### src/rtl/tl_a_pkg.sv
// Shared TileLink A-channel types and constants for the repeater and its bench.
package tl_a_pkg;

    localparam int ADDR_W     = 32;
    localparam int DATA_W     = 32;
    localparam int MASK_W     = DATA_W / 8;
    localparam int SOURCE_W   = 4;
    localparam int SIZE_W     = 3;
    localparam int CNT_W_DEF  = 8;

    localparam logic [2:0] OP_PUT_FULL    = 3'd0;
    localparam logic [2:0] OP_PUT_PARTIAL = 3'd1;
    localparam logic [2:0] OP_GET         = 3'd4;

    typedef struct packed {
        logic [2:0]          opcode;
        logic [2:0]          param;
        logic [SIZE_W-1:0]   size;
        logic [SOURCE_W-1:0] source;
        logic [ADDR_W-1:0]   address;
        logic [MASK_W-1:0]   mask;
        logic [DATA_W-1:0]   data;
        logic                corrupt;
    } tl_a_beat_t;

    typedef enum logic {
        ST_EMPTY = 1'b0,
        ST_FULL  = 1'b1
    } rep_state_t;

endpackage

### src/rtl/tl_a_repeater_if.sv
// Valid/ready A-channel link carrying one packed beat; the master drives valid and beat.
interface tl_a_repeater_if;
    import tl_a_pkg::*;

    logic       valid;
    logic       ready;
    tl_a_beat_t beat;

    modport master (output valid, output beat, input ready);
    modport slave  (input valid, input beat, output ready);

endinterface

### src/rtl/sat_counter.sv
// Saturating up-counter with synchronous clear; clear wins over increment.
module sat_counter #(
    parameter int W = 8
) (
    input  logic         i_clock,
    input  logic         i_reset_n,
    input  logic         i_inc,
    input  logic         i_clr,
    output logic [W-1:0] o_count
);

    logic [W-1:0] r_count;
    logic [W-1:0] w_count_next;

    always_comb begin
        w_count_next = r_count;
        if (i_clr) begin
            w_count_next = '0;
        end else if (i_inc && (r_count != {W{1'b1}})) begin
            w_count_next = r_count + W'(1);
        end
    end

    always_ff @(posedge i_clock) begin
        if (!i_reset_n) begin
            r_count <= '0;
        end else begin
            r_count <= w_count_next;
        end
    end

    assign o_count = r_count;

endmodule

### src/rtl/tl_a_repeater.sv
// Single-entry A-channel repeater: zero-latency pass-through, or replays a captured
// beat on deq for as long as i_repeat is held at each deq fire.
module tl_a_repeater
    import tl_a_pkg::*;
#(
    parameter int CNT_W = CNT_W_DEF
) (
    input  logic             i_clock,
    input  logic             i_reset_n,
    input  logic             i_repeat,
    tl_a_repeater_if.slave   enq,
    tl_a_repeater_if.master  deq,
    output logic             o_full,
    output logic [CNT_W-1:0] o_replay_cnt,
    output logic             o_proto_err
);

    rep_state_t r_state;
    rep_state_t w_state_next;
    tl_a_beat_t r_saved;
    logic       r_proto_err;

    logic w_full;
    logic w_enq_fire;
    logic w_deq_fire;
    logic w_capture;

    assign w_full     = (r_state == ST_FULL);
    assign w_enq_fire = enq.valid & enq.ready;
    assign w_deq_fire = deq.valid & deq.ready;
    // enq can only fire while empty, so a capture never collides with a replay fire.
    assign w_capture  = w_enq_fire & i_repeat;

    assign deq.valid = enq.valid | w_full;
    assign enq.ready = deq.ready & ~w_full;
    assign deq.beat  = w_full ? r_saved : enq.beat;

    always_comb begin
        w_state_next = r_state;
        case (r_state)
            ST_EMPTY: if (w_capture)                w_state_next = ST_FULL;
            ST_FULL:  if (w_deq_fire && !i_repeat)  w_state_next = ST_EMPTY;
            default:                                w_state_next = ST_EMPTY;
        endcase
    end

    always_ff @(posedge i_clock) begin
        if (!i_reset_n) begin
            r_state     <= ST_EMPTY;
            r_proto_err <= 1'b0;
        end else begin
            r_state     <= w_state_next;
            r_proto_err <= r_proto_err | (i_repeat & ~deq.valid);
        end
    end

    // Payload store deliberately has no reset; it is only observable while full.
    always_ff @(posedge i_clock) begin
        if (w_capture) begin
            r_saved <= enq.beat;
        end
    end

    sat_counter #(
        .W (CNT_W)
    ) u_replay_cnt (
        .i_clock   (i_clock),
        .i_reset_n (i_reset_n),
        .i_inc     (w_deq_fire & w_full),
        .i_clr     (w_capture),
        .o_count   (o_replay_cnt)
    );

    assign o_full      = w_full;
    assign o_proto_err = r_proto_err;

endmodule

### src/flat_wrapper.sv
// flat-port wrapper written by rule: the top's interface ports become plain ports
module tl_a_repeater_flat import tl_a_pkg::*;
#(
    parameter int CNT_W = CNT_W_DEF
)
  (i_clock, i_reset_n, i_repeat, o_full, o_replay_cnt, o_proto_err, enq_valid, enq_beat, enq_ready, deq_valid, deq_beat, deq_ready);
  tl_a_repeater_if enq_i ();
  tl_a_repeater_if deq_i ();
  input  logic i_clock;
  input  logic i_reset_n;
  input  logic i_repeat;
  output logic o_full;
  output logic [CNT_W-1:0] o_replay_cnt;
  output logic o_proto_err;
  input wire logic [$bits(enq_i.valid)-1:0] enq_valid;
  input wire logic [$bits(enq_i.beat)-1:0] enq_beat;
  output wire logic [$bits(enq_i.ready)-1:0] enq_ready;
  output wire logic [$bits(deq_i.valid)-1:0] deq_valid;
  output wire logic [$bits(deq_i.beat)-1:0] deq_beat;
  input wire logic [$bits(deq_i.ready)-1:0] deq_ready;
  assign enq_i.valid = enq_valid;
  assign enq_i.beat = enq_beat;
  assign enq_ready = enq_i.ready;
  assign deq_valid = deq_i.valid;
  assign deq_beat = deq_i.beat;
  assign deq_i.ready = deq_ready;
  tl_a_repeater #(.CNT_W(CNT_W)) u_core (.i_clock(i_clock), .i_reset_n(i_reset_n), .i_repeat(i_repeat), .enq(enq_i), .deq(deq_i), .o_full(o_full), .o_replay_cnt(o_replay_cnt), .o_proto_err(o_proto_err));
endmodule
### config.mk
export PLATFORM = sky130hd
export DESIGN_NAME = tl_a_repeater_flat
export DESIGN_NICKNAME = d
export VERILOG_FILES = /design/src/rtl/tl_a_pkg.sv /design/src/rtl/tl_a_repeater_if.sv /design/src/rtl/sat_counter.sv /design/src/rtl/tl_a_repeater.sv /design/src/flat_wrapper.sv
export SDC_FILE = /design/constraint.sdc
export NUM_CORES = 1
export LEC_CHECK = 0
export CORE_ASPECT_RATIO = 1.2
export CORE_UTILIZATION = 42
export CTS_BUF_LIST = sky130_fd_sc_hd__clkbuf_8 sky130_fd_sc_hd__clkbuf_16
export DETAILED_ROUTE_END_ITERATION = 8
export GPL_TIMING_DRIVEN = 0
export MAX_ROUTING_LAYER = met4
export PLACE_DENSITY = 0.83
export SLEW_MARGIN = 20
export SYNTH_ARGS = -nofsm -noshare
export SYNTH_HDL_FRONTEND = slang
export SYNTH_SLANG_ARGS = --single-unit
### constraint.sdc
create_clock -name i_clock -period 4 [get_ports i_clock]
set_input_delay 0.8 -clock i_clock [delete_from_list [all_inputs] [get_ports i_clock]]
set_output_delay 0.8 -clock i_clock [all_outputs]
set_load 0.01 [all_outputs]
==> results.cfg <==
[sta]
period_share_pct = 71.30
layout_min_cycle_time_ps = 2852
maxSlewViolCount = 0
worst_pin_slew_ps = 445.4
relSlewSlack_pct = 70.30
setup_viol = 0
hold_viol_final = 0
whs_ps = 483.6
setup_ws_ps = 1148
final.setup_skew_ps = 5.657
rsz0062_at_grt = no
clock.fmax_mhz = 350.6

[drt]
ant_nets = 0
finalWirelength_mm = 9.331
detail_route.wl_per_cell_um = 17.03
dr.pass1.iters = 4
drc = 0
vias = 2746
drt_iter0_drc = 142
viasPerCell = 5.011

[global_routing]
track_usage_pct = 19.76
grt_pass1_wl_mm = 14.47
grt_pass1_vias = 2795
antenna_found_initial = 0
gr-total-overflow = 0
grt_max_degree = 52

[synthesis]
synthAdderAreaFrac_pct = 0.3126
synth-seq-cells = 92
yosys-top-cells-area = edfxtp_1, mux2_2, dfxtp_1
synth_compound_area_share_pct = 2.813
syn_area_um2 = 4003
yosysTopAreaCell = edfxtp_1
synth_enable_flop_cells = 82
synth_async_sr_flop_share_pct = 0
synth_fp_nets = 321
synthFlopType = edfxtp_1
synthTopCellsByCount = edfxtp_1, mux2_2, dfxtp_1, buf_2, nand3_1
synth_cell_types = 33
syn_inst = 233
synth_top_family_by_area = multiplexers
yosys_warnings = 0
synthMuxAreaShare_pct = 23.82
synth-simple-area-share_pct = 4.033
synth-xor-area-share_pct = 0
synth-seq-area-share_pct = 66.52
postSynthAreaPerCell_um2 = 17.18
yosysMostFrequentCell = edfxtp_1
synth_top_area_share_pct = 61.52

[outcome]
status = completed

[cts]
clk_pin_slew_ps = 90
hold_buffers = 0
cts_buffers = 9
clock-sinks = 92
insertion_delay_ps = 360
cts.repair.resized = 0
cts_tree = built
clockBufferDepth = 2
cts_root_buf = clkbuf_8
cts_max_level = 3
post_cts_buffers = 0

[pwr]
powerDensity_nw_per_um2 = 335.9
p_comb_share_pct = 18.8
clock_power_share_pct = 28.8
p_leak_nw = 2.099
max-vdd-ir-drop_mv = 0.1924
p_sw_w = 0.0004621
swShare_pct = 22.39
seqPwrFrac_pct = 52.4
intPower_w = 0.001602
power_w = 0.002064

[cells_and_area]
finalNetCount = 511
layout.cells.non_filler = 548
area_growth_pct = 53.55
n_antenna_cell = 0
nFillCells = 649
drive_above_1_share_pct = 26.40
fin_area_um2 = 6146

[placed_design]
dpl_cell_area_um2 = 5964
dpl.hpwl_mm = 6.851
dp_cells = 532
dp_worst_setup_slack_ps = 1166
port-buffer-count = 178
gp_congestion = 0.7344

[die]
core_area_um2 = 9129
num_rows = 38
die_area_um2 = 9926
start_util_pct = 43.85
die_w_um = 91.12
die_h_um = 108.9
io_pins = 181

[critical_path]
rr_startpoint = u_core.o_full$_SDFF_PN0_
r2r_slack_ps = 2070
crit_fanout = 10
crit_required_ps = 3200
r2r-end = u_core.r_saved[47]$_DFFE_PP_
crit_path_end_kind = primary output
start_kind = flip-flop
crit_chain = buf_4 -> buf_6 -> buf_6 -> mux2_2 -> clkdlybuf4s50_1
path_common_cell = buf_6
rr_worst_depth = 4
arrival_ps = 2050
max_stage_delay_ps = 480
cp_slowest_cell = clkdlybuf4s50_1
critPathKind = reg -> out

[hold_path]
hp-class = reg -> reg
min_from = u_core.o_proto_err$_SDFF_PN0_
min_to = u_core.o_proto_err$_SDFF_PN0_
hold_depth = 1

[job]
drv_cap = 0
## worst max-delay path by stage
stage / cells past startpoint / slack (ps) / startpoint / to
finish: 5 / 1150 / u_core.o_full$_SDFF_PN0_ / deq_beat[68]
global route: 5 / 1040 / u_core.o_full$_SDFF_PN0_ / deq_beat[68]
CTS: 5 / 1120 / u_core.o_full$_SDFF_PN0_ / deq_beat[79]
detailed placement: 3 / 1170 / enq_valid / deq_valid
global placement: 3 / -340 / enq_valid / u_core.r_saved[74]$_DFFE_PP_
floorplan: 3 / 800 / deq_ready / u_core.r_saved[0]$_DFFE_PP_
## per-stage QoR
stage          setup TNS (ps)  utilization, %
6_report                    0           67.32
5_1_grt                     0           67.32
4_1_cts                     0           67.32
3_5_place_dp                0           65.34
3_3_place_gp           -27450           65.01
2_1_floorplan               0               -
## registers in the layout (all words and copies together) (netlist names)
register,count
u_core.o_full,1
u_core.r_saved,82
u_core.o_proto_err,1
u_core.u_replay_cnt.o_count,8
## placed cells by master, fill, tap and decap left out, types with 2 or more instances in the layout
| master | count |
|---|---|
| inv_1 | 3 |
| nor3_1 | 2 |
| nand3b_1 | 2 |
| mux2_2 | 81 |
| dfxtp_1 | 10 |
| and4_1 | 2 |
| o21ai_0 | 2 |
| nor2_1 | 2 |
| clkinv_1 | 4 |
| buf_6 | 3 |
| a21oi_1 | 3 |
| buf_2 | 8 |
| clkdlybuf4s50_1 | 178 |
| a31oi_1 | 2 |
| a211oi_2 | 3 |
| mux2i_1 | 3 |
| nand3_1 | 5 |
| clkbuf_8 | 9 |
| edfxtp_1 | 82 |
| nand4_1 | 2 |
| nor3b_1 | 2 |
## routing by layer
layer | global-route usage (%) | routed length [um] | vias to the layer above | part of all wire, %
met4 | 9.637 | 244 | 0 | 2.6
met5 | - | 0 | - | 0
met3 | 2.720 | 318 | 15 | 3.4
met2 | 33.77 | 5049 | 86 | 54
met1 | 23.19 | 3718 | 1342 | 40
li1 | - | - | 1303 | -
## worst max-delay path: cells and delay by family (launching register included)
family	cells	cell delay, ps
muxes	1	340
DFF	1	340
buffers and inverters	4	1010
## cells by family (layout without fill, tap and decap cells)
group           count (synthesis)  in the layout
simple gates                   24             24
compound gates                 14             14
fa+ha+maj                       1              1
mux                            85             85
flops                          92             92
buf+inv                        17            212
## layout make-up
cell class | count | area, um2 | share of cell area (%)
clock buffers | 9 | 123.9 | 2.015
plain buffers | 13 | 85.08 | 1.384
well taps | 120 | 150.1 | 2.443
repair buffers | 179 | 1809 | 29.44
multi-input cells | 124 | 1240 | 20.18
inverters | 4 | 17.52 | 0.2850
clock inverters | 7 | 57.56 | 0.9365
flip-flops and latches | 92 | 2663 | 43.32
## power groups by stage
stage / logic, W / registers, W / clock network (W)
global route: 0.000412 / 0.00108 / 0.000648
global placement: 0.000380 / 0.00110 / 0
CTS: 0.000392 / 0.00108 / 0.000611
floorplan: 0.000147 / 0.00110 / 0
finish: 0.000387 / 0.00108 / 0.000595
detailed placement: 0.000389 / 0.00110 / 0
(Power assumes the default switching activity.)
